--- src/rtl/silife_pkg.sv ---
// Shared encodings for the silife SPI output path: FSM states and SPI mode.
package silife_pkg;

  typedef enum logic [1:0] {
    ST_IDLE  = 2'd0,
    ST_SHIFT = 2'd1,
    ST_WAIT  = 2'd2,
    ST_HOLD  = 2'd3
  } state_e;

  typedef struct packed {
    logic cpol;
    logic cpha;
  } spi_mode_t;

  // Mode 0: SCK idles low, data launched on falling edge, captured on rising edge.
  localparam spi_mode_t SPI_MODE = '{cpol: 1'b0, cpha: 1'b0};

endpackage

--- src/rtl/silife_tick_div.sv ---
// Half-period tick generator: pulses every CLK_DIV enabled cycles, restartable.
module silife_tick_div #(
  parameter int unsigned CLK_DIV = 4
) (
  input  logic clk,
  input  logic reset,
  input  logic en_i,
  input  logic restart_i,
  output logic tick_c_o
);

  localparam int unsigned CNT_W = (CLK_DIV > 1) ? $clog2(CLK_DIV) : 1;

  logic [CNT_W-1:0] cnt_q, cnt_d;

  assign tick_c_o = en_i && !restart_i && (cnt_q == CNT_W'(CLK_DIV - 1));

  always_comb begin
    cnt_d = cnt_q;
    if (restart_i) begin
      cnt_d = '0;
    end else if (en_i) begin
      cnt_d = tick_c_o ? '0 : cnt_q + CNT_W'(1);
    end
  end

  always_ff @(posedge clk or negedge reset) begin
    if (!reset) begin
      cnt_q <= '0;
    end else begin
      cnt_q <= cnt_d;
    end
  end

endmodule

--- src/rtl/silife_spi_word_tx.sv ---
// SPI mode-0 word serializer with CS held across words until a word marked last.
module silife_spi_word_tx
  import silife_pkg::*;
#(
  parameter int unsigned DATA_BITS = 16,
  parameter int unsigned CLK_DIV   = 4
) (
  input  logic                 clk,
  input  logic                 reset,
  input  logic [DATA_BITS-1:0] i_data,
  input  logic                 i_last,
  input  logic                 i_valid,
  output logic                 o_ready,
  output logic                 o_busy,
  output logic                 o_cs,
  output logic                 o_sck,
  output logic                 o_mosi
);

  localparam int unsigned BCNT_W = $clog2(DATA_BITS) + 1;

  state_e                state_q, state_d;
  logic                  cs_q, cs_d;
  logic                  sck_q, sck_d;
  logic                  last_q, last_d;
  logic [DATA_BITS-1:0]  shreg_q, shreg_d;
  logic [BCNT_W-1:0]     bcnt_q, bcnt_d;
  logic                  accept_c;
  logic                  tick_c;
  logic                  div_en_c;

  assign o_ready  = (state_q == ST_IDLE) || (state_q == ST_WAIT);
  assign o_busy   = (state_q != ST_IDLE);
  assign o_cs     = cs_q;
  assign o_sck    = sck_q;
  // The shifter MSB is the line itself, so MOSI holds naturally when no shift occurs.
  assign o_mosi   = shreg_q[DATA_BITS-1];

  assign accept_c = i_valid && o_ready;
  assign div_en_c = (state_q == ST_SHIFT) || (state_q == ST_HOLD);

  silife_tick_div #(
    .CLK_DIV (CLK_DIV)
  ) u_tick_div (
    .clk       (clk),
    .reset     (reset),
    .en_i      (div_en_c),
    .restart_i (accept_c),
    .tick_c_o  (tick_c)
  );

  // Next-state and datapath: SCK toggles on each tick, bits advance on falls.
  always_comb begin
    state_d = state_q;
    cs_d    = cs_q;
    sck_d   = sck_q;
    last_d  = last_q;
    shreg_d = shreg_q;
    bcnt_d  = bcnt_q;

    case (state_q)
      ST_IDLE, ST_WAIT: begin
        if (accept_c) begin
          state_d = ST_SHIFT;
          cs_d    = 1'b0;
          sck_d   = SPI_MODE.cpol;
          shreg_d = i_data;
          last_d  = i_last;
          bcnt_d  = '0;
        end
      end
      ST_SHIFT: begin
        if (tick_c) begin
          if (sck_q == SPI_MODE.cpol) begin
            sck_d = ~SPI_MODE.cpol;
          end else begin
            sck_d = SPI_MODE.cpol;
            if (bcnt_q == BCNT_W'(DATA_BITS - 1)) begin
              bcnt_d = '0;
              if (last_q) begin
                state_d = ST_HOLD;
                cs_d    = 1'b1;
              end else begin
                state_d = ST_WAIT;
              end
            end else begin
              bcnt_d  = bcnt_q + BCNT_W'(1);
              shreg_d = {shreg_q[DATA_BITS-2:0], 1'b0};
            end
          end
        end
      end
      ST_HOLD: begin
        if (tick_c) begin
          state_d = ST_IDLE;
        end
      end
      default: state_d = ST_IDLE;
    endcase
  end

  always_ff @(posedge clk or negedge reset) begin
    if (!reset) begin
      state_q <= ST_IDLE;
      cs_q    <= 1'b1;
      sck_q   <= SPI_MODE.cpol;
      last_q  <= 1'b0;
      shreg_q <= '0;
      bcnt_q  <= '0;
    end else begin
      state_q <= state_d;
      cs_q    <= cs_d;
      sck_q   <= sck_d;
      last_q  <= last_d;
      shreg_q <= shreg_d;
      bcnt_q  <= bcnt_d;
    end
  end

endmodule

--- config.mk ---
export PLATFORM = sky130hd
export DESIGN_NAME = silife_spi_word_tx
export DESIGN_NICKNAME = d
export VERILOG_FILES = /design/src/rtl/silife_pkg.sv /design/src/rtl/silife_tick_div.sv /design/src/rtl/silife_spi_word_tx.sv
export SDC_FILE = /design/constraint.sdc
export NUM_CORES = 1
export LEC_CHECK = 0
export ABC_AREA = 1
export CAP_MARGIN = 20
export CORE_ASPECT_RATIO = 1.5
export CORE_MARGIN = 3
export CORE_UTILIZATION = 52
export DETAILED_ROUTE_END_ITERATION = 12
export GPL_TIMING_DRIVEN = 1
export PLACE_DENSITY = 0.74
export SYNTH_ARGS = -nofsm -noshare
export SYNTH_HDL_FRONTEND = slang
export SYNTH_SLANG_ARGS = --single-unit
--- constraint.sdc ---
create_clock -name clk -period 1.55 [get_ports clk]
set_input_delay 0.31 -clock clk [delete_from_list [all_inputs] [get_ports clk]]
set_output_delay 0.31 -clock clk [all_outputs]
set_load 0.02 [all_outputs]
* Yosys cells after proc, flatten, opt, wreduce, memory -nomap -nowiden
Cells that the tools add are included.
Storage, ports and cells: register bits 28, input port bits 20, output and inout port bits 5, word-level logic and storage cells 67
Cells by class: add/sub/neg operators 2, equal/unequal tests 12, mux-type cells 29, reductions and logical operators 17
Operator list (count):
- $mux W16 | 4
- $pmux W16 S2 | 1
- $mux W5 | 4
- $mux W2 | 8
- $pmux W5 S2 | 1
- $reduce_and A5 Y1 | 2
- $mux W1 | 8
- $ne A2 B1 Y1 const B | 4
- $eq A2 B2 Y1 const B | 3
- $ne A2 B2 Y1 const B | 3
- $pmux W2 S3 | 1
- $reduce_and A6 Y1 | 1
- $reduce_bool A2 Y1 | 3
- $add A5 B1 Y5 const B | 1
- $eq A5 B4 Y1 const B | 1
- $pmux W1 S2 | 2
- $reduce_and A4 Y1 | 1
- $logic_and A1 B1 Y1 | 3
- $reduce_and A3 Y1 | 1
- $add A2 B1 Y2 const B | 1
- $eq A2 B1 Y1 const B | 1
- $logic_not A2 Y1 | 1
- $logic_or A1 B1 Y1 | 2
- $reduce_and A2 Y1 | 1
- other kinds (2) | 2

* Longest topological paths before layout
Gate-level depths: netlist (run 1).
word-level depth 9, depth in mapped cells 10, depth with buffers taken out 9

* Hierarchy
A second synthesis (run 1) with hierarchy kept.
Second synthesis, totals: cell total of the unflattened synthesis 207, area, all modules 1560.2 sq um
By module, submodules not included:
- silife_spi_word_tx | instances 1, cells an instance 193, area each 1445.1 sq um, sequential area each 651.9 sq um
- silife_tick_div | instances 1, cells an instance 14, area each 115.1 sq um, sequential area each 50.0 sq um

* Least setup slack after synthesis (run 1)
Ideal clock, no wire load.
path kind register to register, start register bcnt_q[0], end register shreg_q[15], library setup time 117 ps, data arrival time 1285 ps, required time 1433 ps, slack 148 ps, stages on the path, launching flop included 11, path buffers 1, clock period less this slack 1402 ps, path through dfrtp_1 > ha_1 > nand2_1 > inv_1 > nand2_1 > nand2_2 > nand2_4 > nand2_4 > buf_6 > nand2_1 > nand2_1
Between the ends: longest elaborated chain between the ends 3
Ends and longest elaborated chain:
- start: declaration | line silife_spi_word_tx.sv:27 | logic [BCNT_W-1:0] bcnt_q, bcnt_d;
- start signal: assignment | line silife_spi_word_tx.sv:116 | bcnt_q <= bcnt_d;
- $eq A5 B4 Y1 | line silife_spi_word_tx.sv:78 | if (bcnt_q == BCNT_W'(DATA_BITS - 1)) begin
- $ne A2 B2 Y1 (no source line)
- $reduce_and A5 Y1 (no source line)
- end signal: assignment | line silife_spi_word_tx.sv:115 | shreg_q <= shreg_d;
- end: declaration | line silife_spi_word_tx.sv:26 | logic [DATA_BITS-1:0] shreg_q, shreg_d;
No other way between the ends. A chain may end at the register's enable or synchronous reset.

* Worst setup path after layout (run 1)
start register state_q[0], end output port o_busy
Between the ends: longest elaborated chain between the ends 1
Ends and longest elaborated chain:
- start: declaration | line silife_spi_word_tx.sv:22 | state_e state_q, state_d;
- start signal: assignment | line silife_spi_word_tx.sv:111 | state_q <= state_d;
- $reduce_bool A2 Y1 | line silife_spi_word_tx.sv:33 | assign o_busy = (state_q != ST_IDLE);
- end: declaration | line silife_spi_word_tx.sv:14 | output logic o_busy,
No other way between the ends.

==> run metrics, run 1 <==
status completed; dpl hpwl 2410 um; synthesized area 1540 um^2; register area share after synthesis 45.5%; endpoints failing setup 0; CTS tree built; first-pass GRT wire length 5510 um; largest net degree at the start of global routing 29; leakage power about 1.0 nW; Compound-Gate Fraction of Synth Area 2.60%; main combinational cell family by area after synthesis simple AND/OR/NAND/NOR gates; vias in the first global route roughly 1300; post-route cell area 1930 um^2; DR vias 1407; mux contribution to synthesized area 0.731%; fmax just under 700 MHz; CTS root buffer clkbuf_8; Worst EP required 1.24 ns; CP Max Fanout 5; WP buf/inv 2; CTS max path bufs 2; Final min period about 1.5 ns; Max-slew headroom 78.9%; fraction of the mapped netlist area in simple logic gates 40.9%; CP delay by family, top flip-flops; layout cells sized above 1 13.6%; crit share post-route 95.1%; Initial Utilization a little under three fifths; port bufs 24; total gr overflow 0; final WL 3210 um; Hold Crit Class in2async; xor/xnor share of the synthesized area less than 1%; worst clock skew 0.00900 ns; syn_area_per_cell 7.67 um^2; drt wl/cell 11.7 um; Final Max Slew Viols 0; Avg Vias per Cell 5.15; #FFs+latches synth 28; FF+latch area 703 um^2; Max stage delay on crit path between 0.4 and 0.5 ns; P&R area growth vs syn 25.0%; adder-cell share of the synthesized area 1.62%; CP endpoint kind primary output; Critical Path Stages 3; clock buffer count from CTS 3; dpl cells around 270; Total Routing Usage GR 19.0%; Core ar. 2760 um^2; post-route ant nets 0; Peak VDD IR 1.20 mV; initial antenna violation count 0; R2R cell count 6; crit path cell chain inv_8, nand2_1, dlygate4sd2_1; DRC viols 0; clk slew on worst S/H paths 0.10 ns; Post-DP Area roughly 1900 um^2; CTS Sinks 28; yosys warns 0; WP data arrival about 1.2 ns; H-tree lvl count 1; RePlAce Congestion 0.841; final std cells w/o fill 273; final count of hold timing violations 0; Hold WS ~0.41 ns; Syn Inst Count 201; Setup WS pre-CTS -0.00846 ns; Die Y slightly above 70 um; Rows 23; CP Launch Type register; Worst-Margin Slew 0.315 ns; Clock Latency Late Sink 0.27 ns; starting DRC count in detailed routing 35; Syn Nets about 220; Die ar. 3670 um^2; first drt pass iteration count 4; post-layout util 69.7%; die width 50.5 um; RSZ-0062 raised after global routing no; Final WS setup 0.0760 ns; # nets final 259; max-cap violations 0; filler instances between 200 and 250; power density over cell area 2040 nW/um^2; footprint of the multi-input gates 724 um^2; Yosys cell types 23; I/O pin cnt 25; Worst path slowest cell dfrtp_2; WS Path Type reg2out; hold buffer count at cts 0; number of diodes 0
## final cells by class
| type | count | share of cell area, % |
|---|---|---|
| clock buffers | 4 | 2.34 |
| well taps | 37 | 2.40 |
| repair buffers | 40 | 19.2 |
| multi-input cells | 156 | 37.6 |
| flip-flops and latches | 28 | 36.5 |
| inverters | 8 | 1.95 |
## Yosys cell counts
cell	number	share of area (%)
nand2_1	109	27
dfrtp_1	27	44
nand3_1	21	6.8
nor2_1	7	1.7
inv_1	6	1.5
buf_6	5	3.7
buf_4	4	1.9
a21oi_1	3	0.97
ha_1	2	1.6
nand2_4	2	1.5
nand3_2	2	1.3
nor2_4	2	1.5
a21oi_4	1	1.1
a22o_1	1	0.57
dfstp_2	1	1.7
inv_2	1	0.24
inv_8	1	0.73
mux2_2	1	0.73
nand2_2	1	0.41
nand3b_1	1	0.49
nand4_1	1	0.41
nor3_1	1	0.32
xor2_1	1	0.57
## cells by family (layout without fill, tap and decap cells)
group / count (synthesis) / in the layout
mux: 1 / 1
flops: 28 / 28
simple gates: 147 / 147
fa+ha+maj: 2 / 2
buf+inv: 17 / 52
compound gates: 5 / 5
xor+xnor: 1 / 1
## path summary, 6_finish.rpt
| check | slack (ns) | startpoint | end |
|---|---|---|---|
| hold / removal | 0.41 | reset | o_sck |
| setup reg to reg | 0.10 | state_q[0] | shreg_q[8] |
| hold reg to reg | 0.47 | o_cs | o_cs |
| max in group asynchronous | 0.89 | reset | o_cs |
| setup / recovery | 0.08 | state_q[0] | o_busy |
| min in group clk | 0.47 | o_cs | o_cs |
## repair_timing
item                       4_1_cts  5_1_grt
setup endpoints to repair        4       11
pin swaps                        0        1
resized for setup                5        2
buffers inserted                 0        3
## metal layers
layer,vias up,track usage [%],share of wire [%]
li1,701,-,-
met1,680,19.8,40
met2,24,37.8,57
met3,2,1.43,2.8
met4,0,8.08,0.75
met5,-,0,0
## stage by stage
stage	power [W]	TNS, ns
floorplan	0.00293	0
global placement	0.00341	0
detailed placement	0.00349	-0.0111
CTS	0.00385	0
global route	0.00428	0
finish	0.00393	0
## cells in the final DEF (no fill, tap or decap)
cell,count
a21oi_4,1
nand3b_1,1
dlymetal6s2s_1,1
a22o_1,1
buf_12,1
nand4_1,1
a21oi_1,3
nor2_4,2
ha_1,2
xor2_1,1
nand3_1,21
clkbuf_1,1
clkbuf_8,3
inv_2,1
inv_8,1
dfstp_2,1
nor2_1,7
nand2_1,109
mux2_2,1
nor3_1,1
inv_1,6
dlygate4sd2_1,4
nand3_2,2
dfrtp_2,1
nand2_2,1
nand2_8,1
dfrtp_1,26
nand2_4,1
clkdlybuf4s50_1,19
buf_4,15
## state kept, by name (all words and copies together) (netlist names)
register,flops
last_q,1
o_sck,1
shreg_q,16
state_q,2
o_cs,1
u_tick_div.cnt_q,2
bcnt_q,5
## power by group
group / internal (W) / switching [W]
Clock: 0.000184 / 0.000222
Combinational: 0.000913 / 0.00137
Sequential: 0.00106 / 0.000188
Total: 0.00215 / 0.00178
Power figures use the tool's default switching activity.
==> run 2: changes to the inputs <==
--- a/config.mk
+++ b/config.mk
@@ -7,7 +7,6 @@
 export LEC_CHECK = 0
 export ABC_AREA = 1
 export CAP_MARGIN = 20
-export CORE_ASPECT_RATIO = 1.5
 export CORE_MARGIN = 3
 export CORE_UTILIZATION = 52
 export DETAILED_ROUTE_END_ITERATION = 12
==> run 2 against run 1 <==
Against the previous run:
- highest routed layer unchanged
- hold slack got worse by 0.11 ns
- largest cell class unchanged
- fmax fell by 0.38%
- largest power group unchanged
- non-clock buffer count fell by 3
- via count fell by 4.5%
- flip-flop and latch count did not move
- wire length fell by 1.3%
- first-iteration DRC count rose by 120%
- cell area fell by 1.4%
==> run metrics, run 2 (same netlist as run 1, synthesis figures left out) <==
leakage power 1.02 nW; power density over cell area between 2000 and 2500 nW/um^2; H-tree lvl count 1; Die Y 60.4 um; final count of hold timing violations 0; crit share post-route 95.5%; CTS max path bufs 2; Max stage delay on crit path 0.47 ns; DR vias 1343; # nets final roughly 260; max-cap violations 0; WS Path Type reg2out; die width 60.4 um; Worst-Margin Slew 0.268 ns; Die ar. between 3000 and 4000 um^2; CTS tree built; Worst EP required 1.24 ns; worst clock skew 0.0155 ns; Critical Path Start state_q[0]; max reg flops 16; CP delay by family, top flip-flops; Total Power 0.00397 W; post-route ant nets 0; Initial Utilization 55.4%; endpoints failing setup 0; footprint of the multi-input gates 727 um^2; crit path cell chain inv_8, dlygate4sd2_1; number of diodes 0; initial antenna violation count 0; Worst R2R Start bcnt_q[0]; starting DRC count in detailed routing 78; DRC viols 0; CP Max Fanout 3; first drt pass iteration count 4; Peak VDD IR 1.31 mV; post-route cell area 1900 um^2; Clock Latency Late Sink 0.33 ns; first-pass GRT wire length 5210 um; Core ar. 2780 um^2; Avg Vias per Cell 5.09; Worst path slowest cell dfrtp_2; CTS Sinks 28; RSZ-0062 raised after global routing no; Final Max Slew Viols 0; vias in the first global route ~1200; WP buf/inv 2; Top Registers shreg_q: 16 flops, bcnt_q: 5 flops; final WL 3170 um; CP Launch Type register; clock buffer count from CTS 3; Total Routing Usage GR between 10% and 20%; P&R area growth vs syn 23.2%; fmax 676 MHz; commonest non-fill, non-tap cell in the layout nand2_1; CP endpoint kind primary output; port bufs 24; Final min period 1.48 ns; post-layout util 68.3%; CTS root buffer clkbuf_4; Post-DP Area around 1800 um^2; Rows 19; status completed; clk slew on worst S/H paths 0.16 ns; total gr overflow 0; commonest cells after routing, fill and taps aside nand2_1 (109), dfrtp_1 (26), nand3_1 (21); drt wl/cell 12.0 um; RePlAce Congestion 0.778; WP data arrival 1.17 ns; Hold Crit Class in2async; layout cells sized above 1 14.2%; I/O pin cnt 25; hold buffer count at cts 0; Biggest register shreg_q; filler instances about 250; largest net degree at the start of global routing 29; FF+latch area roughly 700 um^2; Max-slew headroom 82.1%; dpl hpwl 2170 um
run 2: worst paths after layout:
kind	depth (start not counted)	end	slack (ns)
min in group clk	2	shreg_q[3]	0.49
setup reg to reg	9	shreg_q[9]	0.16
setup / recovery	2	o_ready	0.07
hold / removal	2	shreg_q[6]	0.30
max in group asynchronous	2	o_cs	0.99
hold reg to reg	2	shreg_q[3]	0.49
run 2: what timing repair did:
item | in CTS | in global routing
setup endpoints to repair | 5 | 18
buffers inserted | 0 | 2
pin swaps | 0 | 1
resized for setup | 6 | 7
run 2: area by class of cell:
class                   instances  area share (%)
clock buffers                   3            1.19
clock inverters                 1            1.58
inverters                       8            1.98
multi-input cells             156            38.3
flip-flops and latches         28            37.0
well taps                      31            2.04
repair buffers                 37            17.9
run 2: worst reg2reg max path, stage by stage (launching register included):
cell	delay, ns
dfrtp_1	0.44
ha_2	0.22
nand2_1	0.06
inv_1	0.05
nand2_1	0.07
nand2_2	0.07
nand2_4	0.13
buf_4	0.17
nand3_1	0.08
nand2_1	0.08
run 2: power by group:
part           internal [W]  switching [W]
clock network      0.000261       0.000222
logic              0.000861        0.00138
registers           0.00105       0.000194
run 2: stage by stage:
stage,hold WS (ns),setup TNS (ns),std cells,worst slack [ns]
2_1_floorplan,0.0144,0,201,0.148
3_3_place_gp,0.454,0,258,0.0316
3_5_place_dp,0.459,-0.0155,258,-0.00514
4_1_cts,0.309,0,262,0.00106
5_1_grt,0.302,0,264,0.00392
6_report,0.302,0,264,0.0703
run 2: metal layers:
metal	vias up	wire, um	GRT usage [%]
met5	-	0	0
met4	0	23	5.57
met3	4	148	2.77
met2	28	1520	31.8
met1	619	1470	24.5
li1	692	-	-
==> run 3: changes to the inputs <==
--- a/config.mk
+++ b/config.mk
@@ -7,7 +7,7 @@
 export LEC_CHECK = 0
 export ABC_AREA = 1
 export CAP_MARGIN = 20
-export CORE_MARGIN = 3
+export CORE_MARGIN = 1
 export CORE_UTILIZATION = 52
 export DETAILED_ROUTE_END_ITERATION = 12
 export GPL_TIMING_DRIVEN = 1
==> run 3 against run 2 <==
Against the previous run:
- clock-buffer cell count is the same
- combinational power is essentially flat
- non-clock buffer count is the same
- first-iteration DRC count shrank 31%
- sequential share of layout area is essentially flat
- sequential power is essentially flat
- clock power grew 0.8%
- die area shrank 13%
- largest cell class unchanged
- setup slack lost 0.039 ns
==> run metrics, run 3 (same netlist as run 1, synthesis figures left out) <==
status completed; max-cap violations 0; CP endpoint kind primary output; crit share post-route 98.0%; WS Path Type reg2out; drt wl/cell 12.0 um; clock buffer count from CTS 3; Setup TNS Final 0 ns; Worst EP required 1.24 ns; RePlAce Congestion between 0.8 and 0.9; first-pass GRT wire length 5400 um; largest net degree at the start of global routing 18; initial antenna violation count 0; post-layout util 68.4%; final count of hold timing violations 0; # nets final 256; P&R area growth vs syn 23.4%; DR WL met3 93 um; commonest cells after routing, fill and taps aside nand2_1 (109), dfrtp_1 (26), nand3_1 (21); port bufs 24; first drt pass iteration count 4; Initial Utilization 55.4%; I/O pin cnt 25; die width ~56 um; Die Y 56.4 um; Final min period 1.52 ns; Hold WS 0.165 ns; number of diodes 0; CP Max Fanout 2; starting DRC count in detailed routing 54; DR vias 1352; Metal-1 WL 1500 um; vias in the first global route 1215; Core ar. 2780 um^2; crit path cell chain clkdlybuf4s15_1; CTS max path bufs 2; Die ar. 3190 um^2; Rows 19; Top Registers shreg_q: 16 flops, bcnt_q: 5 flops; Final Max Slew Viols 0; met2 routed WL around 1500 um; endpoints failing setup 0; Max stage delay on crit path slightly below 0.6 ns; H-tree lvl count 1; Clock Latency Late Sink 0.33 ns; CP delay by family, top flip-flops; clk slew on worst S/H paths roughly 0.15 ns; fmax between 600 and 700 MHz; WP data arrival between 1 and 1.5 ns; commonest non-fill, non-tap cell in the layout nand2_1; Critical Path Stages 1; total gr overflow 0; Hold Crit Class in2async; Total Routing Usage GR 21.7%; CP Launch Type register; Worst path slowest cell dfstp_2; CTS tree built; Peak VDD IR 1.47 mV; top layer in use met4; layout cells sized above 1 about 14%; Max-slew headroom roughly 80%; power density over cell area 2090 nW/um^2; Biggest register shreg_q; Worst-Margin Slew 0.295 ns; Avg Vias per Cell 5.12; R2R cell count 6; max reg flops 16; leakage power approximately 1.0 nW; DRC viols 0; dpl hpwl between 2000 and 2500 um; final WL about 3200 um; CTS Sinks 28; WP buf/inv 1; CTS root buffer clkbuf_4; post-route ant nets 0; worst clock skew 0.00155 ns
==> run 3: changes by cell type in the layout (fill, tap and decap cells not counted) <==
| cell | delta |
|---|---|
| buf_12 | -1 |
| clkdlybuf4s15_1 | +2 |
| buf_4 | +1 |
| nand2_4 | -1 |
| nand2_8 | +1 |
| dlygate4sd2_1 | -1 |
| clkbuf_2 | -1 |
==> run 3: routing by layer <==
metal | GRT usage (%) | vias to the layer above
met2 | 34.6 | 24
met1 | 30.9 | 634
met3 | 2.76 | 4
met5 | 0 | -
li1 | - | 690
met4 | 6.27 | 0
==> run 3: where the power goes <==
part / total (W) / switching [W] / internal [W]
logic: 0.00224 / 0.00138 / 0.000861
registers: 0.00125 / 0.000200 / 0.00105
clock network: 0.000487 / 0.000226 / 0.000262
==> run 3: final cells by class <==
| type | instances | area [um^2] |
|---|---|---|
| multi-input cells | 156 | 736 |
| flip-flops and latches | 28 | 703 |
| inverters | 8 | 37.5 |
| clock buffers | 3 | 22.5 |
| clock inverters | 1 | 30.0 |
| fillers | 236 | 880 |
| repair buffers | 37 | 334 |
| well taps | 31 | 38.8 |
==> run 3: stage by stage <==
step / setup slack, ns / cell area (um^2) / instances / power [W]
6_report: 0.0316 / 1900 / 264 / 0.00398
3_3_place_gp: -0.00615 / 1820 / 259 / 0.00335
2_1_floorplan: 0.148 / 1540 / 201 / 0.00293
5_1_grt: -0.00868 / 1900 / 264 / 0.00432
3_5_place_dp: -0.0246 / 1820 / 259 / 0.00344
4_1_cts: 0.0232 / 1870 / 263 / 0.00389
==> run 3: repair_timing <==
action                                 CTS  global route
setup buffers                            0             1
setup endpoints to repair                5             7
hold buffers                             0             0
gates resized for setup                  8             6
endpoints found under the hold margin    0             0
pin swaps                                0             1
==> run 3: path summary, 6_finish.rpt <==
check / slack [ns] / end / startpoint
hold reg to reg: 0.49 / shreg_q[15] / shreg_q[15]
hold / removal: 0.17 / shreg_q[11] / reset
max in group asynchronous: 0.95 / state_q[0] / reset
min in group clk: 0.49 / shreg_q[15] / shreg_q[15]
setup / recovery: 0.03 / o_cs / o_cs
setup reg to reg: 0.10 / shreg_q[10] / state_q[0]
